--- src/rtl/pipe_ctrl_pkg.sv ---
// ============================================================================
// Module : pipe_ctrl_pkg
// Brief  : Shared types and defaults for the pipeline hazard/redirect controller.
// Rev    : 1.0  initial release
// ============================================================================
`default_nettype none

package pipe_ctrl_pkg;

    typedef enum logic [0:0] {
        ST_RUN   = 1'b0,
        ST_FLUSH = 1'b1
    } pipe_st_e;

    localparam int FLUSH_CYCLES_DEF = 1;
    localparam int FLUSH_W          = 4;

endpackage

`default_nettype wire

--- src/rtl/pipe_ctrl_if.sv ---
// ============================================================================
// Module : pipe_ctrl_if
// Brief  : EX/fetch request and PC/pipe-register control bundle of pipe_ctrl.
// Rev    : 1.0  initial release
// ============================================================================
`default_nettype none

interface pipe_ctrl_if;

    logic        jump_en_i;
    logic [31:0] jump_addr_i;
    logic        hold_ex_req;
    logic        hold_bus_req;
    logic        jump_en_o;
    logic [31:0] jump_addr_o;
    logic        pc_stall;
    logic        if_id_flush;
    logic        id_ex_flush;

    // Requester side (EX stage / fetch unit) that also observes the controls
    modport master (
        output jump_en_i, jump_addr_i, hold_ex_req, hold_bus_req,
        input  jump_en_o, jump_addr_o, pc_stall, if_id_flush, id_ex_flush
    );

    modport slave (
        input  jump_en_i, jump_addr_i, hold_ex_req, hold_bus_req,
        output jump_en_o, jump_addr_o, pc_stall, if_id_flush, id_ex_flush
    );

endinterface

`default_nettype wire

--- src/rtl/ctrl_sat_cnt.sv ---
// ============================================================================
// Module : ctrl_sat_cnt
// Brief  : 32-bit up-counter that sticks at all-ones; optional parallel load.
// Rev    : 1.0  initial release
// ============================================================================
`default_nettype none

module ctrl_sat_cnt (
    input  wire logic        sys_clk,
    input  wire logic        sys_rst_n,
    input  wire logic        inc_i,
    input  wire logic        load_i,
    input  wire logic [31:0] load_val_i,
    output logic      [31:0] cnt_o
);

    logic [31:0] cnt_q;
    logic [31:0] cnt_d;

    always_comb begin
        cnt_d = cnt_q;
        if (load_i) begin
            cnt_d = load_val_i;
        end else if (inc_i && (cnt_q != 32'hFFFF_FFFF)) begin
            cnt_d = cnt_q + 32'd1;
        end
    end

    always_ff @(posedge sys_clk or negedge sys_rst_n) begin
        if (!sys_rst_n) begin
            cnt_q <= 32'd0;
        end else begin
            cnt_q <= cnt_d;
        end
    end

    assign cnt_o = cnt_q;

endmodule

`default_nettype wire

--- src/rtl/pipe_ctrl.sv ---
// ============================================================================
// Module : pipe_ctrl
// Brief  : Hazard/redirect controller: arbitrates EX jumps, EX and bus stalls,
//          and replays a jump that arrived during a bus stall.
//          Optional perf counters enabled by `define PIPE_CTRL_PERF_EN.
// Rev    : 1.0  initial release
// ============================================================================
`default_nettype none

module pipe_ctrl
    import pipe_ctrl_pkg::*;
#(
    parameter int FLUSH_CYCLES = FLUSH_CYCLES_DEF
) (
    input  wire logic        sys_clk,
    input  wire logic        sys_rst_n,
    pipe_ctrl_if.slave       bus,
    output logic      [31:0] stall_cnt,
    output logic      [31:0] flush_cnt
);

    pipe_st_e            st_q, st_d;
    logic [FLUSH_W-1:0]  flush_left_q, flush_left_d;
    logic                pend_vld_q, pend_vld_d;
    logic [31:0]         pend_addr_q, pend_addr_d;

    logic                jump_en;
    logic [31:0]         jump_addr;
    logic                pc_stall;
    logic                if_id_flush;
    logic                id_ex_flush;

    always_comb begin
        st_d         = st_q;
        flush_left_d = flush_left_q;
        pend_vld_d   = pend_vld_q;
        pend_addr_d  = pend_addr_q;
        jump_en      = 1'b0;
        jump_addr    = 32'd0;
        pc_stall     = 1'b0;
        if_id_flush  = 1'b0;
        id_ex_flush  = 1'b0;

        // Outputs are forced low while reset is asserted, even with requests pending
        if (sys_rst_n) begin
            if (bus.hold_bus_req) begin
                pc_stall    = 1'b1;
                if_id_flush = 1'b1;
                if (bus.jump_en_i) begin
                    pend_vld_d  = 1'b1;
                    pend_addr_d = bus.jump_addr_i;
                end
            end else if (bus.jump_en_i || pend_vld_q) begin
                jump_en     = 1'b1;
                jump_addr   = bus.jump_en_i ? bus.jump_addr_i : pend_addr_q;
                if_id_flush = 1'b1;
                id_ex_flush = 1'b1;
                pend_vld_d  = 1'b0;
                if (FLUSH_CYCLES > 1) begin
                    st_d         = ST_FLUSH;
                    flush_left_d = FLUSH_W'(FLUSH_CYCLES - 1);
                end else begin
                    st_d         = ST_RUN;
                    flush_left_d = '0;
                end
            end else begin
                if (bus.hold_ex_req) begin
                    pc_stall    = 1'b1;
                    if_id_flush = 1'b1;
                    id_ex_flush = 1'b1;
                end
                // The flush window keeps draining underneath an EX stall
                if (st_q == ST_FLUSH) begin
                    if_id_flush  = 1'b1;
                    id_ex_flush  = 1'b1;
                    flush_left_d = flush_left_q - 1'b1;
                    if (flush_left_q == FLUSH_W'(1)) begin
                        st_d = ST_RUN;
                    end
                end
            end
        end
    end

    always_ff @(posedge sys_clk or negedge sys_rst_n) begin
        if (!sys_rst_n) begin
            st_q         <= ST_RUN;
            flush_left_q <= '0;
            pend_vld_q   <= 1'b0;
            pend_addr_q  <= 32'd0;
        end else begin
            st_q         <= st_d;
            flush_left_q <= flush_left_d;
            pend_vld_q   <= pend_vld_d;
            pend_addr_q  <= pend_addr_d;
        end
    end

    assign bus.jump_en_o   = jump_en;
    assign bus.jump_addr_o = jump_addr;
    assign bus.pc_stall    = pc_stall;
    assign bus.if_id_flush = if_id_flush;
    assign bus.id_ex_flush = id_ex_flush;

`ifdef PIPE_CTRL_PERF_EN
    ctrl_sat_cnt u_stall_cnt (
        .sys_clk    (sys_clk),
        .sys_rst_n  (sys_rst_n),
        .inc_i      (pc_stall),
        .load_i     (1'b0),
        .load_val_i (32'd0),
        .cnt_o      (stall_cnt)
    );

    ctrl_sat_cnt u_flush_cnt (
        .sys_clk    (sys_clk),
        .sys_rst_n  (sys_rst_n),
        .inc_i      (jump_en),
        .load_i     (1'b0),
        .load_val_i (32'd0),
        .cnt_o      (flush_cnt)
    );
`else
    assign stall_cnt = 32'd0;
    assign flush_cnt = 32'd0;
`endif

endmodule

`default_nettype wire

--- src/flat_wrapper.sv ---
// flat-port wrapper written by rule: the top's interface ports become plain ports
module pipe_ctrl_flat import pipe_ctrl_pkg::*;
#(
    parameter int FLUSH_CYCLES = FLUSH_CYCLES_DEF
)
  (sys_clk, sys_rst_n, stall_cnt, flush_cnt, bus_jump_en_i, bus_jump_addr_i, bus_hold_ex_req, bus_hold_bus_req, bus_jump_en_o, bus_jump_addr_o, bus_pc_stall, bus_if_id_flush, bus_id_ex_flush);
  pipe_ctrl_if bus_i ();
  input  wire logic sys_clk;
  input  wire logic sys_rst_n;
  output logic      [31:0] stall_cnt;
  output logic      [31:0] flush_cnt;
  input wire logic [$bits(bus_i.jump_en_i)-1:0] bus_jump_en_i;
  input wire logic [$bits(bus_i.jump_addr_i)-1:0] bus_jump_addr_i;
  input wire logic [$bits(bus_i.hold_ex_req)-1:0] bus_hold_ex_req;
  input wire logic [$bits(bus_i.hold_bus_req)-1:0] bus_hold_bus_req;
  output wire logic [$bits(bus_i.jump_en_o)-1:0] bus_jump_en_o;
  output wire logic [$bits(bus_i.jump_addr_o)-1:0] bus_jump_addr_o;
  output wire logic [$bits(bus_i.pc_stall)-1:0] bus_pc_stall;
  output wire logic [$bits(bus_i.if_id_flush)-1:0] bus_if_id_flush;
  output wire logic [$bits(bus_i.id_ex_flush)-1:0] bus_id_ex_flush;
  assign bus_i.jump_en_i = bus_jump_en_i;
  assign bus_i.jump_addr_i = bus_jump_addr_i;
  assign bus_i.hold_ex_req = bus_hold_ex_req;
  assign bus_i.hold_bus_req = bus_hold_bus_req;
  assign bus_jump_en_o = bus_i.jump_en_o;
  assign bus_jump_addr_o = bus_i.jump_addr_o;
  assign bus_pc_stall = bus_i.pc_stall;
  assign bus_if_id_flush = bus_i.if_id_flush;
  assign bus_id_ex_flush = bus_i.id_ex_flush;
  pipe_ctrl #(.FLUSH_CYCLES(FLUSH_CYCLES)) u_core (.sys_clk(sys_clk), .sys_rst_n(sys_rst_n), .bus(bus_i), .stall_cnt(stall_cnt), .flush_cnt(flush_cnt));
endmodule
--- config.mk ---
export PLATFORM = sky130hd
export DESIGN_NAME = pipe_ctrl_flat
export DESIGN_NICKNAME = d
export VERILOG_FILES = /design/src/rtl/pipe_ctrl_pkg.sv /design/src/rtl/pipe_ctrl_if.sv /design/src/rtl/ctrl_sat_cnt.sv /design/src/rtl/pipe_ctrl.sv /design/src/flat_wrapper.sv
export SDC_FILE = /design/constraint.sdc
export NUM_CORES = 1
export LEC_CHECK = 0
export BUFFER_PORTS_ARGS = -buffer_cell sky130_fd_sc_hd__buf_2
export CAP_MARGIN = 0
export CORE_MARGIN = 2
export CORE_UTILIZATION = 30
export DETAILED_ROUTE_END_ITERATION = 8
export GPL_ROUTABILITY_DRIVEN = 0
export PLACE_DENSITY = 0.68
export RECOVER_POWER = 25
export REMOVE_ABC_BUFFERS = 1
export SLEW_MARGIN = 20
export SYNTH_ARGS = -nofsm -noshare
export SYNTH_HDL_FRONTEND = slang
export SYNTH_SLANG_ARGS = --single-unit
--- constraint.sdc ---
create_clock -name sys_clk -period 2 [get_ports sys_clk]
set_input_delay 0.4 -clock sys_clk [delete_from_list [all_inputs] [get_ports sys_clk]]
set_output_delay 0.4 -clock sys_clk [all_outputs]
set_load 0.01 [all_outputs]
==> impl_metrics.env, run 1 <==
export IMPL_yosysSeqAreaShare_pct=38.0
export IMPL_wirelength_um=4920
export IMPL_fin_area_um2=2900
export IMPL_hold_viol=0
export IMPL_path_cells="or2_4 -> nand2_2 -> buf_4 -> nor2_1 -> buf_2"
export IMPL_cp_arrival_ps=1470
export IMPL_worstMarginPinSlew_ps=795
export IMPL_cp_max_fo=13
export IMPL_cap_violations=0
export IMPL_required_ps=1600
export IMPL_dieArea_um2=9100
export IMPL_crit_type="reg -> out"
export IMPL_grt_pass1_wl_um=7490
export IMPL_layout_drive_gt1_share_pct=38.0
export IMPL_cts_hold_buf=0
export IMPL_cts_tree="built"
export IMPL_syn_cell_area_um2=2500
export IMPL_initial_utilization_pct=30.8
export IMPL_netlist_top_cells_area="dfrtp_1 38%, buf_4 19%, mux2_2 14%"
export IMPL_grt_pass1_vias=1506
export IMPL_grt_use_total_pct=10.8
export IMPL_whs_ps=201
export IMPL_dr_first_iter_drc_count=56
export IMPL_critPathMaxStageDelay_ps=410
export IMPL_ant_nets=0
export IMPL_vdd_ir_drop_max_uv=305
export IMPL_die_w_um=95.4
export IMPL_hpwl_um=3800
export IMPL_core_area_um2=8130
export IMPL_vias=1748
export IMPL_finalSetupViolations=0
export IMPL_cts_made_buffers=5
export IMPL_period_share_pct=93.6
export IMPL_viasPerCell=4.10
export IMPL_syn_avg_cell_area_um2=10.2
export IMPL_ys_ff_latch=38
export IMPL_grt_overflow=0
export IMPL_status="complete, no violations"
export IMPL_cts_buffer_depth=2
export IMPL_clkTransAtPathRegs_ps=70
export IMPL_cts_root_buf="clkbuf_8"
export IMPL_layout_commonest_cell="buf_2"
export IMPL_fin_crit_ps=1870
export IMPL_numClockSinks=38
export IMPL_fmax_mhz=534
export IMPL_fin_util_pct=35.7
export IMPL_areaGrowthSynthToFinish_pct=15.9
export IMPL_diodes=0
export IMPL_port_buffers=72
export IMPL_die_height_um=95.4
export IMPL_leakage_nw=1.58
export IMPL_skew_ps=1.07
export IMPL_ys_types=25
export IMPL_placed_cell_area_um2=2780
export IMPL_clkLatencyLatePin_ps=280
export IMPL_min_path_type="in -> async"
export IMPL_startpoint_type="flip-flop"
export IMPL_synth_warning_count=0
export IMPL_grt_antenna_before_repair=0
export IMPL_io_pins=137
export IMPL_row_count=33
export IMPL_final_cell_mix="71 x buf_2, 64 x conb_1, 38 x dfrtp_1"
export IMPL_grt_max_degree=37
export IMPL_drtPass1Iterations=4
export IMPL_route_detailed_drc=0
export IMPL_routedWlPerCell_um=11.5
export IMPL_slew_headroom_pct=47.0
export IMPL_h_tree_depth=2
export IMPL_crit_path_end_kind="output port"
export IMPL_slew_viol_final=0
export IMPL_yosysTopAreaCellShare_pct=38.0
export IMPL_cellPowerDensity_nw_per_um2=740
export IMPL_synthCells=245
export IMPL_tns_ps=0
export IMPL_nets=360
export IMPL_yosys_area_top_type="dfrtp_1"
export IMPL_rsz0062_at_grt="false"
export IMPL_cp_slowest_cell="dfrtp_1"
export IMPL_fillers=834
## state kept, by name (all words and copies together) (netlist names)
register	cells
u_core.flush_left_q	4
u_core.pend_addr_q	32
u_core.pend_vld_q	1
u_core.st_q	1
## cells in the mapped netlist (all sizes together)
library cell  count
buf              75
dfrtp            38
nor2             34
mux2             32
mux2i            32
a21oi             6
inv               5
o21ai             3
ha                2
nand2             2
nor3              2
o31ai             2
or4               2
and2b             1
conb              1
nand2b            1
nand3             1
nand4             1
nor2b             1
o41a              1
o41ai             1
or2               1
or3               1
## per-stage QoR
step                std cells  power (W)  setup slack (ps)
global route              426    0.00230              39.2
detailed placement        418    0.00151               172
floorplan                 233    0.00130               151
finish                    426    0.00215               127
CTS                       425    0.00218              53.7
global placement          418    0.00148               173
## metal layers
layer  up-vias  GRT usage [%]  share of wire, %
met5         -              0                 0
met2        95           18.3                47
met1       813           13.7                43
met4         0           2.14              0.24
li1        838              -                 -
met3         2           3.08               9.2
## cells by family (layout without fill, tap and decap cells)
| kind of cell | count (synthesis) | after routing | share of synthesized area, % |
|---|---|---|---|
| flip-flops | 38 | 38 | 38.0 |
| other | 1 | 64 | 0.150 |
| AO/OA/AOI/OAI | 13 | 13 | 3.20 |
| multiplexers | 64 | 64 | 27.2 |
| AND/OR/NAND/NOR | 47 | 47 | 8.14 |
| buffers and inverters | 80 | 93 | 22.4 |
| adder cells (fa/ha/maj) | 2 | 2 | 0.999 |
## final timing paths
check / depth (start not counted) / slack (ps) / endpoint / from
worst max-delay path: 5 / 130 / bus_jump_addr_o[23] / u_core.pend_vld_q
worst min-delay path: 2 / 200 / u_core.flush_left_q[1] / sys_rst_n
worst max register to register: 5 / 570 / u_core.flush_left_q[3] / u_core.pend_vld_q
worst min register to register: 1 / 510 / u_core.pend_addr_q[7] / u_core.pend_addr_q[7]
max in group asynchronous: 2 / 1030 / u_core.pend_addr_q[3] / sys_rst_n
min in group sys_clk: 2 / 350 / u_core.pend_addr_q[11] / bus_jump_addr_i[11]
## timing repair
action | 4_1_cts | 5_1_grt
gates resized for setup | 2 | 0
setup buffers | 0 | 1
pin swaps | 0 | 0
endpoints found under the setup margin | 33 | 2
## critical path: cells and delay by family (launching register included)
kind	cells	cell delay (ps)
buffers and inverters	2	330
flip-flops	1	410
AND/OR/NAND/NOR	3	460
## report_power, final
group / internal (W) / switching [W] / leakage (nW)
Combinational: 0.000244 / 0.000261 / 1.06
Sequential: 0.000908 / 0.0000764 / 0.458
Clock: 0.000399 / 0.000258 / 0.0573
Total: 0.00155 / 0.000596 / 1.58
## layout make-up
| class | instances | area [um^2] | share of cell area, % |
|---|---|---|---|
| inverters | 5 | 18.8 | 0.647 |
| flip-flops and latches | 38 | 951 | 32.8 |
| clock buffers | 6 | 82.6 | 2.84 |
| clock inverters | 1 | 30.0 | 1.03 |
| well taps | 105 | 131 | 4.53 |
| multi-input cells | 190 | 1240 | 42.7 |
| repair buffers | 81 | 449 | 15.5 |
Note: power is estimated with default switching activity, not from simulation.
==> run 2: changes to the inputs <==
- CORE_UTILIZATION: 30 -> 49
- PLACE_DENSITY: 0.68 -> 0.95
==> run 2 against run 1 <==
Sequential power is essentially flat. Worst setup slack worse by 8.5 ps. Flip-flop and latch count unchanged. Wire length down 2.6%. Critical path type unchanged. Largest cell class unchanged. Largest power group unchanged.
==> impl_metrics.env, run 2 (same netlist as run 1, synthesis figures left out) <==
export IMPL_status="complete, no violations"
export IMPL_finalSetupViolations=0
export IMPL_grt_max_degree=26
export IMPL_fmax_mhz=532
export IMPL_areaGrowthSynthToFinish_pct=16.1
export IMPL_clkTransAtPathRegs_ps=80
export IMPL_io_pins=137
export IMPL_rsz0062_at_grt="false"
export IMPL_min_path_type="in -> async"
export IMPL_cp_arrival_ps=1480
export IMPL_cp_max_fo=15
export IMPL_h_tree_depth=2
export IMPL_required_ps=1600
export IMPL_grt_pass1_wl_um=7220
export IMPL_skew_ps=0.951
export IMPL_worstMarginPinSlew_ps=1360
export IMPL_startpoint_type="flip-flop"
export IMPL_grt_pass1_vias=1643
export IMPL_cap_violations=0
export IMPL_fin_util_pct=58.0
export IMPL_place_inst=384
export IMPL_core_area_um2=5010
export IMPL_nets=363
export IMPL_hold_viol=0
export IMPL_routedWlPerCell_um=12.1
export IMPL_cp_slowest_cell="dfrtp_1"
export IMPL_crit_type="reg -> out"
export IMPL_cts_buffer_depth=2
export IMPL_grt_overflow=0
export IMPL_cellPowerDensity_nw_per_um2=787
export IMPL_grt_antenna_before_repair=0
export IMPL_slew_viol_final=0
export IMPL_drtPass1Iterations=4
export IMPL_grt_use_total_pct=16.6
export IMPL_cp_startpoint="u_core.pend_vld_q"
export IMPL_whs_ps=293
export IMPL_wirelength_um=4790
export IMPL_leakage_nw=1.60
export IMPL_slew_headroom_pct=9.66
export IMPL_die_w_um=75.5
export IMPL_layout_commonest_cell="buf_2"
export IMPL_final_cell_mix="71 x buf_2, 64 x conb_1, 38 x dfrtp_1"
export IMPL_initial_utilization_pct=50.0
export IMPL_vdd_ir_drop_max_uv=526
export IMPL_cts_root_buf="clkbuf_8"
export IMPL_fillers=440
export IMPL_top_regs="u_core.pend_addr_q (32), u_core.flush_left_q (4)"
export IMPL_row_count=26
export IMPL_ant_nets=0
export IMPL_fin_crit_ps=1880
export IMPL_crit_family="flip-flops"
export IMPL_path_cells="or2_4 -> nand2_4 -> buf_8 -> inv_1 -> buf_2"
export IMPL_layout_drive_gt1_share_pct=38.2
export IMPL_route_detailed_drc=0
export IMPL_placed_cell_area_um2=2720
export IMPL_dieArea_um2=5700
export IMPL_cts_tree="built"
export IMPL_crit_path_end_kind="output port"
export IMPL_largest_reg_flops=32
export IMPL_die_height_um=75.5
export IMPL_clkLatencyLatePin_ps=290
export IMPL_period_share_pct=94.1
export IMPL_dr_first_iter_drc_count=57
export IMPL_cts_made_buffers=5
export IMPL_port_buffers=72
export IMPL_numClockSinks=38
export IMPL_vias=1830
export IMPL_diodes=0
export IMPL_hpwl_um=3720
export IMPL_viasPerCell=4.63
export IMPL_timing_rr_start="u_core.flush_left_q[0]"
export IMPL_fin_area_um2=2910
export IMPL_layout_cells_non_filler=395
export IMPL_critPathMaxStageDelay_ps=430
export IMPL_total_power_w=0.00229
export IMPL_regMostFlops="u_core.pend_addr_q"
export IMPL_crit_buf_inv=3
run 2: routing by layer:
| layer | vias to the layer above | GRT usage (%) | wire (um) |
|---|---|---|---|
| li1 | 854 | - | - |
| met1 | 885 | 19.1 | 1840 |
| met2 | 87 | 30.4 | 2530 |
| met3 | 4 | 5.29 | 398 |
| met4 | 0 | 3.51 | 31 |
| met5 | - | 0 | 0 |
run 2: where the power goes:
group	total (W)	internal [W]	switching (W)
logic	0.000509	0.000246	0.000263
registers	0.000983	0.000908	0.0000753
clock network	0.000797	0.000532	0.000265
total	0.00229	0.00169	0.000603
run 2: final cells by class:
cell class | instances | area (um^2) | area share (%)
clock buffer | 6 | 82.6 | 2.84
timing repair buffer | 84 | 463 | 15.9
multi-input combinational | 190 | 1240 | 42.8
inverter | 5 | 18.8 | 0.645
clock inverter | 2 | 60.1 | 2.07
tap | 70 | 87.6 | 3.01
sequential | 38 | 951 | 32.7
run 2: worst paths after layout:
kind	cells past startpoint	endpoint	slack (ps)
max	5	bus_jump_en_o	120
min	2	u_core.flush_left_q[1]	290
max reg2reg	3	u_core.flush_left_q[3]	590
min reg2reg	1	u_core.pend_addr_q[2]	510
max in group asynchronous	2	u_core.pend_addr_q[7]	460
min in group sys_clk	2	u_core.pend_addr_q[11]	360
run 2: what timing repair did:
action,CTS,global route
setup endpoints to repair,2,33
hold buffers,1,0
endpoints found under the hold margin,3,0
buffers inserted,0,1
resized for setup,0,9
gates cloned,0,1
run 2: metrics by stage:
stage	worst slack [ps]	TNS (ps)
6_report	119	0
3_3_place_gp	267	0
5_1_grt	63.3	0
4_1_cts	-7.39	-10.7
3_5_place_dp	215	0
2_1_floorplan	151	0
==> run 3: changes to the inputs <==
- BUFFER_PORTS_ARGS: -buffer_cell sky130_fd_sc_hd__buf_2 -> not set
- CORE_UTILIZATION: 49 -> 65
- DONT_BUFFER_PORTS: not set -> 1
- PLACE_DENSITY: 0.95 -> 0.91
==> run 3 against run 2 <==
Final cell count fell by 25%. Via count fell by 17%. Utilization rose by 7.4 points. Die area fell by 23%. Total power fell by 16%. Critical path depth fell by 1. Register-to-register slack got worse by 30 ps. Sequential share of layout area rose by 6.7 points. Critical path type unchanged. Critical endpoint unchanged.
==> impl_metrics.env, run 3 (same netlist as run 1, synthesis figures left out) <==
export IMPL_areaGrowthSynthToFinish_pct=-3.70
export IMPL_grt_antenna_before_repair=1
export IMPL_clkLatencyLatePin_ps=280
export IMPL_place_inst=285
export IMPL_numClockSinks=38
export IMPL_p_int_w=0.00137
export IMPL_vdd_ir_drop_max_uv=530
export IMPL_tns_ps=0
export IMPL_route_detailed_drc=0
export IMPL_skew_ps=0.731
export IMPL_startpoint_type="flip-flop"
export IMPL_cts_root_buf="clkbuf_8"
export IMPL_crit_buf_inv=2
export IMPL_diodes=0
export IMPL_min_delay_start="bus_jump_addr_i[1]"
export IMPL_total_power_w=0.00192
export IMPL_crit_type="reg -> out"
export IMPL_path_cells="or2_2 -> nand2_1 -> buf_6 -> inv_1"
export IMPL_fin_crit_ps=1890
export IMPL_layout_commonest_cell="conb_1"
export IMPL_critPathMaxStageDelay_ps=410
export IMPL_rsz0062_at_grt="false"
export IMPL_seqCellArea_um2=951
export IMPL_core_area_um2=3690
export IMPL_required_ps=1600
export IMPL_whs_ps=259
export IMPL_power_share_clock_pct=28.1
export IMPL_r2r_cells=3
export IMPL_crit_family="simple AND/OR/NAND/NOR gates"
export IMPL_dieArea_um2=4370
export IMPL_whs_path_depth=1
export IMPL_cts_buffer_depth=2
export IMPL_period_share_pct=94.4
export IMPL_h_tree_depth=2
export IMPL_layout_cells_non_filler=295
export IMPL_cts_made_buffers=5
export IMPL_hold_viol=0
export IMPL_grt_pass1_vias=1372
export IMPL_slew_headroom_pct=38.3
export IMPL_drtPass1Iterations=4
export IMPL_top_regs="u_core.pend_addr_q (32), u_core.flush_left_q (4)"
export IMPL_ant_nets=0
export IMPL_fin_util_pct=65.4
export IMPL_row_count=22
export IMPL_hpwl_um=3200
export IMPL_holdPathEnd="u_core.pend_addr_q[1]"
export IMPL_grt_use_total_pct=19.5
export IMPL_largest_reg_flops=32
export IMPL_grt_overflow=0
export IMPL_die_w_um=66.1
export IMPL_finalSetupViolations=0
export IMPL_clkTransAtPathRegs_ps=80
export IMPL_seqPwrFrac_pct=51.1
export IMPL_cp_slowest_cell="dfrtp_1"
export IMPL_worstMarginPinSlew_ps=925
export IMPL_vias=1527
export IMPL_wirelength_um=4320
export IMPL_dr_first_iter_drc_count=73
export IMPL_fillers=321
export IMPL_fmax_mhz=530
export IMPL_leakage_nw=1.22
export IMPL_reg2reg_slack_ps=560
export IMPL_io_pins=137
export IMPL_port_buffers=0
export IMPL_p_switching_w=0.000550
export IMPL_status="complete, no violations"
export IMPL_power_frac_comb_pct=20.8
export IMPL_multi_input_area_um2=1230
export IMPL_cp_arrival_ps=1490
export IMPL_cap_violations=0
export IMPL_routedWlPerCell_um=14.6
export IMPL_viasPerCell=5.18
export IMPL_rr_endpoint="u_core.flush_left_q[3]"
export IMPL_cellPowerDensity_nw_per_um2=797
export IMPL_swShare_pct=28.6
export IMPL_final_cell_mix="64 x conb_1, 38 x dfrtp_1, 34 x nor2_1"
export IMPL_cp_max_fo=23
export IMPL_initial_utilization_pct=67.9
export IMPL_timing_rr_start="u_core.flush_left_q[0]"
export IMPL_die_height_um=66.1
export IMPL_crit_path_end_kind="output port"
export IMPL_cts_tree="built"
export IMPL_layout_drive_gt1_share_pct=18.2
export IMPL_grt_max_degree=39
export IMPL_regMostFlops="u_core.pend_addr_q"
export IMPL_grt_pass1_wl_um=6490
export IMPL_slew_viol_final=0
export IMPL_nets=285
export IMPL_min_path_type="in -> reg"
## run 3: area by class of cell
type,count,share of cell area [%]
timing repair buffer,6,2.54
tap,48,2.49
multi-input combinational,190,51.0
sequential,38,39.4
clock inverter,1,0.207
clock buffer,7,3.58
inverter,5,0.778
## run 3: layer usage
metal	GRT usage (%)	part of all wire [%]	wire (um)	vias to the layer above
li1	-	-	-	695
met1	23.5	39	1690	732
met2	30.9	47	2040	88
met3	8.18	12	498	10
met4	7.40	1.7	75	2
met5	0	0.37	16	-
## run 3: repair_timing
item,in CTS,in global routing
gates resized for setup,0,1
hold endpoints to repair,38,0
hold buffers,2,0
setup buffers,0,0
endpoints found under the setup margin,0,1
## run 3: worst max path at each step
stage          cells after the start         startpoint            end
6_report                           4  u_core.pend_vld_q  bus_jump_en_o
3_3_place_gp                       4  u_core.pend_vld_q  bus_jump_en_o
2_1_floorplan                      3  u_core.pend_vld_q  bus_jump_en_o
4_1_cts                            4  u_core.pend_vld_q  bus_jump_en_o
5_1_grt                            4  u_core.pend_vld_q  bus_jump_en_o
3_5_place_dp                       4  u_core.pend_vld_q  bus_jump_en_o
## run 3: power by group through the flow
stage | clock [W] | sequential [W] | combinational (W)
3_3_place_gp | 0 | 0.000984 | 0.000366
2_1_floorplan | 0 | 0.000972 | 0.000332
5_1_grt | 0.000582 | 0.00100 | 0.000447
4_1_cts | 0.000547 | 0.000982 | 0.000406
6_report | 0.000540 | 0.000983 | 0.000400
3_5_place_dp | 0 | 0.000997 | 0.000384
## run 3: worst register-to-register path: cells and delay by family, from the launching register on
| kind | cells | cell delay (ps) |
|---|---|---|
| DFF | 1 | 410 |
| and+or+nand+nor | 2 | 820 |
| AOI/OAI and AO/OA | 1 | 150 |
## run 3: through the flow
step,cell area (um^2),setup slack (ps)
2_1_floorplan,2200,151
3_3_place_gp,2300,427
3_5_place_dp,2300,397
4_1_cts,2420,81.1
5_1_grt,2410,44.0
6_report,2410,112
